`src/rtl/router_bus_arbiter_pkg.sv`:
```
// Shared types and helpers for the RAM <-> accelerator FIFO router.
// The FSM state and the per-burst transfer direction are defined here.
package router_pkg;

  typedef enum logic [1:0] {
    IDLE = 2'd0,
    REQ  = 2'd1,
    XFER = 2'd2
  } state_e;

  typedef enum logic {
    DIR_TO   = 1'b0,
    DIR_FROM = 1'b1
  } dir_e;

  function automatic int clog2(input int value);
    int r;
    r = 0;
    while ((1 << r) < value) r++;
    return r;
  endfunction

endpackage

```
`src/rtl/router_bus_arbiter_rr_arbiter.sv`:
```
// Combinational round-robin arbiter: the search starts one past last_grant and wraps.
// It returns both the one-hot grant and its index.
module rr_arbiter
  import router_pkg::*;
#(
  parameter int NUM_CH = 3,
  localparam int CH_W  = clog2(NUM_CH)
) (
  input  logic [NUM_CH-1:0] req,
  input  logic [CH_W-1:0]   last_grant,
  output logic [NUM_CH-1:0] grant,
  output logic [CH_W-1:0]   grant_idx,
  output logic              grant_valid
);

  logic [CH_W-1:0] idx;

  always_comb begin
    grant       = '0;
    grant_idx   = '0;
    grant_valid = 1'b0;
    idx         = '0;
    // k = NUM_CH wraps back to last_grant itself, so a lone requester can be re-granted.
    for (int k = 1; k <= NUM_CH; k++) begin
      idx = CH_W'((int'(last_grant) + k) % NUM_CH);
      if (!grant_valid && req[idx]) begin
        grant_valid = 1'b1;
        grant_idx   = idx;
        grant[idx]  = 1'b1;
      end
    end
  end

endmodule

```
`src/rtl/router_bus_arbiter.sv`:
```
// Moves words between the shared RAM port and NUM_CH accelerator FIFO pairs.
// Channels are served round-robin, one bounded burst per grant.
module router_bus_arbiter
  import router_pkg::*;
#(
  parameter int DATA_W    = 32,
  parameter int NUM_CH    = 3,
  parameter int BURST_LEN = 8,
  localparam int CH_W     = clog2(NUM_CH)
) (
  input  logic                     clk,
  input  logic                     reset,
  input  logic [NUM_CH-1:0]        ch_enable,
  input  logic [NUM_CH-1:0]        to_full,
  input  logic [NUM_CH-1:0]        to_empty,
  input  logic [NUM_CH-1:0]        from_full,
  input  logic [NUM_CH-1:0]        from_empty,
  input  logic [NUM_CH*DATA_W-1:0] ch_wdata,
  input  logic [DATA_W-1:0]        ram_rdata,
  output logic [DATA_W-1:0]        ch_rdata,
  output logic [DATA_W-1:0]        ram_wdata,
  output logic [NUM_CH-1:0]        put_req,
  output logic [NUM_CH-1:0]        get_req,
  output logic                     ram_read_enable,
  output logic                     ram_write_enable,
  output logic [CH_W-1:0]          active_ch,
  output logic                     busy
);

  localparam int CNT_W = clog2(BURST_LEN + 1);

  // Strobe semantics: a pop/read strobe in REQ means the word is presented in the
  // following XFER cycle; push/write strobes are single-cycle and qualify their data.
  state_e              state;
  dir_e                dir;
  logic [CH_W-1:0]     last_grant;
  logic [CNT_W-1:0]    count;
  logic [CNT_W-1:0]    count_next;
  logic [NUM_CH-1:0]   eligible;
  logic [NUM_CH-1:0]   arb_grant_unused;
  logic [CH_W-1:0]     arb_idx;
  logic                arb_valid;
  logic                cont;
  logic                unused_flags;

  assign unused_flags = ^{to_empty, from_full};
  assign eligible     = ch_enable & (~from_empty | ~to_full);
  assign count_next   = count + 1'b1;
  assign busy         = (state != IDLE);

  rr_arbiter #(.NUM_CH(NUM_CH)) u_arb (
    .req         (eligible),
    .last_grant  (last_grant),
    .grant       (arb_grant_unused),
    .grant_idx   (arb_idx),
    .grant_valid (arb_valid)
  );

  // Flags are re-sampled every REQ, after the previous push/pop has landed.
  assign cont = ch_enable[active_ch] &&
                ((dir == DIR_FROM) ? !from_empty[active_ch] : !to_full[active_ch]);

  always_ff @(posedge clk) begin
    if (reset) begin
      state      <= IDLE;
      dir        <= DIR_TO;
      last_grant <= CH_W'(NUM_CH - 1);
      active_ch  <= '0;
      count      <= '0;
    end else begin
      case (state)
        IDLE: begin
          if (arb_valid) begin
            active_ch  <= arb_idx;
            last_grant <= arb_idx;
            dir        <= from_empty[arb_idx] ? DIR_TO : DIR_FROM;
            count      <= '0;
            state      <= REQ;
          end
        end
        REQ: begin
          state <= cont ? XFER : IDLE;
        end
        XFER: begin
          count <= count_next;
          state <= (count_next == CNT_W'(BURST_LEN)) ? IDLE : REQ;
        end
        default: state <= IDLE;
      endcase
    end
  end

  always_comb begin
    get_req          = '0;
    put_req          = '0;
    ram_read_enable  = 1'b0;
    ram_write_enable = 1'b0;
    ch_rdata         = '0;
    ram_wdata        = '0;
    case (state)
      REQ: begin
        if (cont) begin
          if (dir == DIR_FROM) get_req[active_ch] = 1'b1;
          else                 ram_read_enable    = 1'b1;
        end
      end
      XFER: begin
        if (dir == DIR_FROM) begin
          ram_write_enable = 1'b1;
          ram_wdata        = ch_wdata[active_ch*DATA_W +: DATA_W];
        end else begin
          put_req[active_ch] = 1'b1;
          ch_rdata           = ram_rdata;
        end
      end
      default: ;
    endcase
  end

endmodule
```
`config.mk`:
```
export PLATFORM = sky130hd
export DESIGN_NAME = router_bus_arbiter
export DESIGN_NICKNAME = d
export VERILOG_FILES = /design/src/rtl/router_bus_arbiter_pkg.sv /design/src/rtl/router_bus_arbiter_rr_arbiter.sv /design/src/rtl/router_bus_arbiter.sv
export SDC_FILE = /design/constraint.sdc
export NUM_CORES = 1
export LEC_CHECK = 0
export ABC_AREA = 1
export ABC_CLOCK_PERIOD_IN_PS = 5800
export CAP_MARGIN = 20
export CORE_MARGIN = 4
export CORE_UTILIZATION = 32
export DETAILED_ROUTE_END_ITERATION = 6
export PLACE_DENSITY = 0.95
export SYNTH_ARGS = -nofsm -noshare
export SYNTH_HDL_FRONTEND = slang
export SYNTH_SLANG_ARGS = --single-unit
```
`constraint.sdc`:
```
create_clock -name clk -period 5.8 [get_ports clk]
set_input_delay 0.58 -clock clk [delete_from_list [all_inputs] [get_ports clk]]
set_output_delay 0.58 -clock clk [all_outputs]
set_load 0.1 [all_outputs]
```
==> results of run 1 <==
[where the power goes]
part | internal [mW] | total (mW) | switching [mW]
sequential | 0.0862 | 0.103 | 0.0166
clock | 0.0454 | 0.0720 | 0.0266
combinational | 0.337 | 1.05 | 0.714
[final cells by class]
type	instances	area, um2
Fill cell	510	2076
Timing Repair Buffer	217	2162
Clock buffer	3	41.29
Inverter	50	190.2
Multi-Input combinational cell	343	1584
Sequential cell	10	200.2
Tap cell	77	96.34
[routing by layer]
metal / global-route usage (%) / vias to the layer above
li1: - / 1727
met1: 24.46 / 1550
met2: 41.84 / 158
met3: 6.890 / 13
met4: 4.808 / 0
met5: 0 / -
[metrics by stage]
stage                     util (%)  area (um2)  instances  total power [mW]  hold WS, ns
final                        67.31        4274        700             1.226       0.4822
after global routing         67.31        4274        700             1.320       0.5145
after CTS                    67.31        4274        700             1.232       0.4810
after detailed placement     66.66        4233        697             1.157       0.4743
after global placement       66.66        4233        697             1.127       0.4610
after floorplan                  -        2082        428            0.8871       0.4513
[worst register-to-register path: cells and delay by family (launching register included)]
| kind | cells | cell delay (ns) |
|---|---|---|
| simple gates | 11 | 0.98 |
| flops | 1 | 0.33 |
| fa+ha+maj | 1 | 0.55 |
| buf+inv | 2 | 0.60 |
[flip-flops by register name (all words and copies together) (netlist names)]
name,cells
last_grant,1
state,2
active_ch,2
dir,1
count,4
[cell usage in the layout, fill, tap and decap left out]
cell type / Yosys / layout
clkdlybuf4s50_1: 0 / 213
nand2_1: 164 / 164
nand3_1: 79 / 79
nor2_1: 51 / 50
inv_1: 42 / 42
dfxtp_1: 10 / 10
nor2_2: 7 / 8
inv_2: 6 / 6
nand3_2: 6 / 6
nand2_2: 5 / 5
a21oi_1: 5 / 5
nand2_4: 4 / 4
o21ai_0: 4 / 4
ha_1: 4 / 4
buf_4: 1 / 4
clkbuf_8: 0 / 3
a211oi_1: 2 / 2
o21ai_2: 2 / 2
nand4_1: 2 / 2
nor3_1: 2 / 2
clkinv_1: 1 / 1
o211ai_1: 1 / 1
o2111ai_1: 1 / 1
inv_4: 1 / 1
a31oi_1: 1 / 1
a21oi_2: 1 / 1
xnor2_1: 1 / 1
a2111oi_0: 1 / 1
[cell usage after synthesis, types with 2 or more instances]
master,instances,area share [%]
ha_1,4,2.4
inv_2,6,1.1
clkbuf_1,17,3.1
buf_1,2,0.36
inv_1,42,7.6
nor2_2,7,2.1
a211oi_1,2,0.72
nand3_1,79,19
o21ai_2,2,0.84
dfxtp_1,10,9.6
nor3_1,2,0.48
nor2_1,51,9.2
o21ai_0,4,0.96
a21oi_1,5,1.2
buf_2,4,0.96
nand2_1,164,30
nand3_2,6,2.9
nand4_1,2,0.60
nand2_4,4,2.2
nand2_2,5,1.5
[kinds of logic after synthesis]
logic type	count (synthesis)	synth area share (%)
AND/OR/NAND/NOR	320	67.49
flip-flops	10	9.615
XOR/XNOR	1	0.4207
buffers and inverters	75	14.42
adder cells (fa/ha/maj)	4	2.404
AO/OA/AOI/OAI	18	5.649
[final timing paths]
kind / from / end / slack [ns] / cells past startpoint
setup / recovery: active_ch[1] / get_req[2] / 1.72 / 9
hold / removal: count[3] / count[3] / 0.48 / 2
setup reg to reg: active_ch[0] / dir / 3.22 / 14
hold reg to reg: count[3] / count[3] / 0.48 / 2
==> results.py, run 1 <==
metrics = {
    "clock_tree": {
        "clock_sinks": 10,
        "post_cts_resized": 0,
        "path_clk_slew_ns": 0.05,
        "ctsHoldBuffers": 0,
        "cts_root_buf": "clkbuf_8",
        "cts_made_buffers": 3,
        "cts_tree": "done",
        "cts_max_path_buffers": 2,
        "clock_latency_ns": 0.23,
        "cts_max_level": 1,
        "post-cts-setup-buffers": 0,
    },
    "placed_design": {
        "dpl.hpwl_um": 7916,
        "place_congestion": 0.9062,
        "dpl_worst_slack_ns": 1.933,
        "port_buffers": 213,
    },
    "critical_path": {
        "required_ns": 5.22,
        "worstPathCellList": "inv_2, nor2_2, buf_4, nand2_1, o211ai_1, a211oi_1, nand2_1, nor2_1, clkdlybuf4s50_1",
        "slowest_delay_ns": 1.16,
        "crit_family": "buffers and inverters",
        "critical_path.slowest_cell": "clkdlybuf4s50_1",
        "critical_path_class": "flop to output port",
        "crit_arrival_ns": 3.50,
        "crit_path_start_kind": "flop",
        "crit_top_cell": "nand2_1",
        "crit_path_max_fanout": 37,
        "path_buf_inv": 3,
        "critPathCaptureType": "output port",
    },
    "synth": {
        "seq_area_frac_synth_pct": 9.615,
        "ys.flop_type": "dfxtp_1",
        "avgSynthCellArea_um2": 4.864,
        "async_flop_share_pct": 0,
        "netlist_area_mm2": 0.002082,
        "ys.warnings.count": 0,
        "synth_cells": 428,
        "synth_nets": 577,
        "synth_edf_count": 0,
        "yosys_register_bits": 10,
        "synthDistinctLibCells": 30,
    },
    "timing": {
        "worst_pin_slew_ns": 1.018,
        "max_slew_margin_pct": 31.95,
        "finalHoldViolations": 0,
        "setup_tns_ns": 0,
        "max_freq_mhz": 245.1,
        "setup_viol": 0,
        "skew_ns": 0.002646,
        "period_minus_slack_ns": 4.080,
        "period_share_pct": 70.34,
        "fin_ws_ns": 1.720,
        "finalMaxSlewViolations": 0,
        "rsz0062_at_grt": "false",
    },
    "die": {
        "std_cell_rows": 29,
        "boundaryPins": 220,
        "die_y_um": 88.66,
        "coreArea_mm2": 0.006350,
        "die_x_um": 88.66,
        "dieArea_mm2": 0.007861,
        "initial_core_util_pct": 32.79,
    },
    "routing": {
        "drc": 0,
        "wl_um": 9934,
        "vias": 3448,
        "drt_iter0_drc": 122,
        "drt-met1-wl_um": 3768,
        "met3_length_um": 1075,
        "via_per_inst": 4.926,
        "wl_met2_um": 4958,
        "top_layer_used": "met4",
        "firstDrtPassIters": 4,
        "ant_nets": 0,
        "wl_per_cell_um": 14.19,
    },
    "global_route": {
        "antenna_found_initial": 0,
        "grt_pass1_vias": 3216,
        "grt_pass1_wl_um": 14200,
        "grt_max_degree": 41,
        "grt_usage_pct": 22.33,
        "overflow": 0,
    },
    "finish": {
        "drive_gt1_share_pct": 6.421,
        "diodes": 0,
        "area_growth_pct": 105.3,
        "final_nets": 774,
    },
    "worst_hold_path": {
        "min_path_type": "flop to flop",
    },
    "run_status": {
        "status": "completed",
    },
    "job": {
        "maxCapViolCount": 0,
    },
    "power_and_ir_drop": {
        "powerDensity_mw_per_mm2": 286.8,
        "p_leak_nw": 2.048,
        "ir_worst_vdd_uv": 249.8,
    },
}
Power figures use the tool's default switching activity.
==> inputs of run 2 (changes only) <==
--- a/config.mk
+++ b/config.mk
@@ -6,12 +6,12 @@
 export NUM_CORES = 1
 export LEC_CHECK = 0
 export ABC_AREA = 1
-export ABC_CLOCK_PERIOD_IN_PS = 5800
+export ABC_CLOCK_PERIOD_IN_PS = 3600
 export CAP_MARGIN = 20
 export CORE_MARGIN = 4
-export CORE_UTILIZATION = 32
+export CORE_UTILIZATION = 27
 export DETAILED_ROUTE_END_ITERATION = 6
-export PLACE_DENSITY = 0.95
+export PLACE_DENSITY = 0.88
 export SYNTH_ARGS = -nofsm -noshare
 export SYNTH_HDL_FRONTEND = slang
 export SYNTH_SLANG_ARGS = --single-unit
==> constraint.sdc (replaced) <==
create_clock -name clk -period 3.6 [get_ports clk]
set_input_delay 0.36 -clock clk [delete_from_list [all_inputs] [get_ports clk]]
set_output_delay 0.36 -clock clk [all_outputs]
set_load 0.1 [all_outputs]
==> run 2 against run 1 <==
Effect of this change:
- total power grew 66%
- global-route usage shrank 1.5 points
- non-clock buffer count grew 1
- clock skew grew 0.0014 ns
- sequential power grew 69%
- register-to-register slack lost 2.1 ns
- cell area grew 7.7%
- critical path type unchanged
- largest cell class unchanged
==> results.py, run 2 (same netlist as run 1, synthesis figures left out) <==
metrics = {
    "run_status": {
        "status": "completed",
    },
    "finish": {
        "layout_common_cells": "164 x nand2_1, 140 x clkdlybuf4s50_1, 79 x nand3_1, 50 x nor2_1, 42 x inv_1",
        "regMostFlops": "count",
        "final_nets": 775,
        "top_regs": "count x4, active_ch x2, state x2",
        "fill_cells": 633,
        "area_growth_pct": 121.0,
        "drive_gt1_share_pct": 18.27,
        "largest_register_ffs": 4,
        "diodes": 0,
        "fin_area_mm2": 0.004602,
        "final_common_cell": "nand2_1",
    },
    "clock_tree": {
        "cts_tree": "done",
        "cts_root_buf": "clkbuf_8",
        "ctsHoldBuffers": 0,
        "cts_max_path_buffers": 2,
        "clock_sinks": 10,
        "clock_latency_ns": 0.23,
        "cts_max_level": 1,
        "post_cts_resized": 0,
        "path_clk_slew_ns": 0.05,
        "cts_made_buffers": 3,
        "post-cts-setup-buffers": 0,
    },
    "critical_path": {
        "critPathCaptureType": "output port",
        "r2r_slack_ns": 1.16,
        "crit_path_max_fanout": 37,
        "reg2reg_to": "dir",
        "required_ns": 3.24,
        "critical_path.slowest_cell": "inv_2",
        "r2r_start": "active_ch[0]",
        "crit_end": "get_req[2]",
        "crit_top_cell": "nand2_1",
        "worstPathCellList": "inv_2, nor2_2, nand2_1, o211ai_1, a211oi_1, nand2_1, nor2_1, buf_12",
        "slowest_delay_ns": 0.53,
        "reg2regPathDepth": 13,
        "crit_family": "buffers and inverters",
        "crit_start": "active_ch[1]",
        "path_buf_inv": 2,
        "critical_path_class": "flop to output port",
        "cp_num_cells": 8,
        "crit_path_start_kind": "flop",
        "crit_arrival_ns": 2.33,
    },
    "timing": {
        "skew_ns": 0.004068,
        "max_slew_margin_pct": 35.63,
        "finalHoldViolations": 0,
        "setup_tns_ns": 0,
        "setup_viol": 0,
        "worst_pin_slew_ns": 0.9625,
        "holdWs_ns": 0.4745,
        "max_freq_mhz": 372.4,
        "rsz0062_at_grt": "false",
        "period_minus_slack_ns": 2.685,
        "finalMaxSlewViolations": 0,
        "period_share_pct": 74.59,
    },
    "placed_design": {
        "dpl.hpwl_um": 8567,
        "placed_area_mm2": 0.004561,
        "port_buffers": 213,
        "place_congestion": 0.9292,
    },
    "global_route": {
        "overflow": 0,
        "grt_max_degree": 38,
        "grt_usage_pct": 20.84,
        "grt_pass1_vias": 3317,
        "antenna_found_initial": 0,
        "grt_pass1_wl_um": 15280,
    },
    "power_and_ir_drop": {
        "ir_worst_vdd_uv": 355.3,
        "p_leak_nw": 2.304,
        "power.total_mw": 2.031,
        "powerDensity_mw_per_mm2": 441.4,
    },
    "routing": {
        "wl_per_cell_um": 14.92,
        "wl_um": 10790,
        "via_per_inst": 4.783,
        "firstDrtPassIters": 4,
        "drc": 0,
        "ant_nets": 0,
        "drt_iter0_drc": 169,
        "vias": 3458,
    },
    "die": {
        "boundaryPins": 220,
        "std_cell_rows": 31,
        "coreArea_mm2": 0.007370,
        "initial_core_util_pct": 28.25,
        "die_y_um": 95.81,
        "dieArea_mm2": 0.009180,
        "die_x_um": 95.81,
    },
    "worst_hold_path": {
        "whs_path_depth": 2,
        "min_path_type": "flop to flop",
    },
    "job": {
        "maxCapViolCount": 0,
    },
}
run 2: per-stage QoR:
step | worst slack (ns) | utilization, % | instances
CTS | 0.9122 | 62.44 | 723
detailed placement | 1.170 | 61.88 | 720
finish | 0.9146 | 62.44 | 723
floorplan | 0.1164 | - | 428
global route | 0.7908 | 62.44 | 723
global placement | 1.218 | 61.88 | 720
run 2: layout make-up:
type | count | area, um2 | area share (%)
Clock buffer | 3 | 41.29 | 0.8972
Inverter | 50 | 190.2 | 4.133
Multi-Input combinational cell | 343 | 1584 | 34.42
Sequential cell | 10 | 200.2 | 4.350
Tap cell | 99 | 123.9 | 2.692
Timing Repair Buffer | 218 | 2462 | 53.51
run 2: power breakdown:
| part | switching (mW) | total, mW | internal (mW) |
|---|---|---|---|
| combinational | 1.18 | 1.75 | 0.561 |
| sequential | 0.0352 | 0.174 | 0.139 |
| clock | 0.0392 | 0.112 | 0.0729 |
| total | 1.26 | 2.03 | 0.773 |
run 2: worst register-to-register path, stage by stage (launching register included):
cell and delay, ns:
dfxtp_1 0.52, buf_4 0.45, ha_1 0.35, inv_2 0.12
nand2_1 0.10, nand3_1 0.08, nand2_1 0.11, nand4_1 0.16
nand2_1 0.13, nor2_2 0.05, nand2_1 0.08, nor2_2 0.04
nor2_1 0.10, nor2_1 0.05
run 2: how the worst min path moves through the flow:
stage / start / end
after floorplan: count[3] / count[3]
after global placement: count[3] / count[3]
after detailed placement: count[3] / count[3]
after CTS: count[3] / count[3]
after global routing: count[3] / count[3]
final: count[3] / count[3]
run 2: layer usage:
metal	share of wire (%)	vias to the layer above	track usage, %
met5	0	-	0
met2	50	204	39.26
met4	2.0	0	5.687
met3	13	17	5.708
li1	-	1728	-
met1	35	1509	22.64
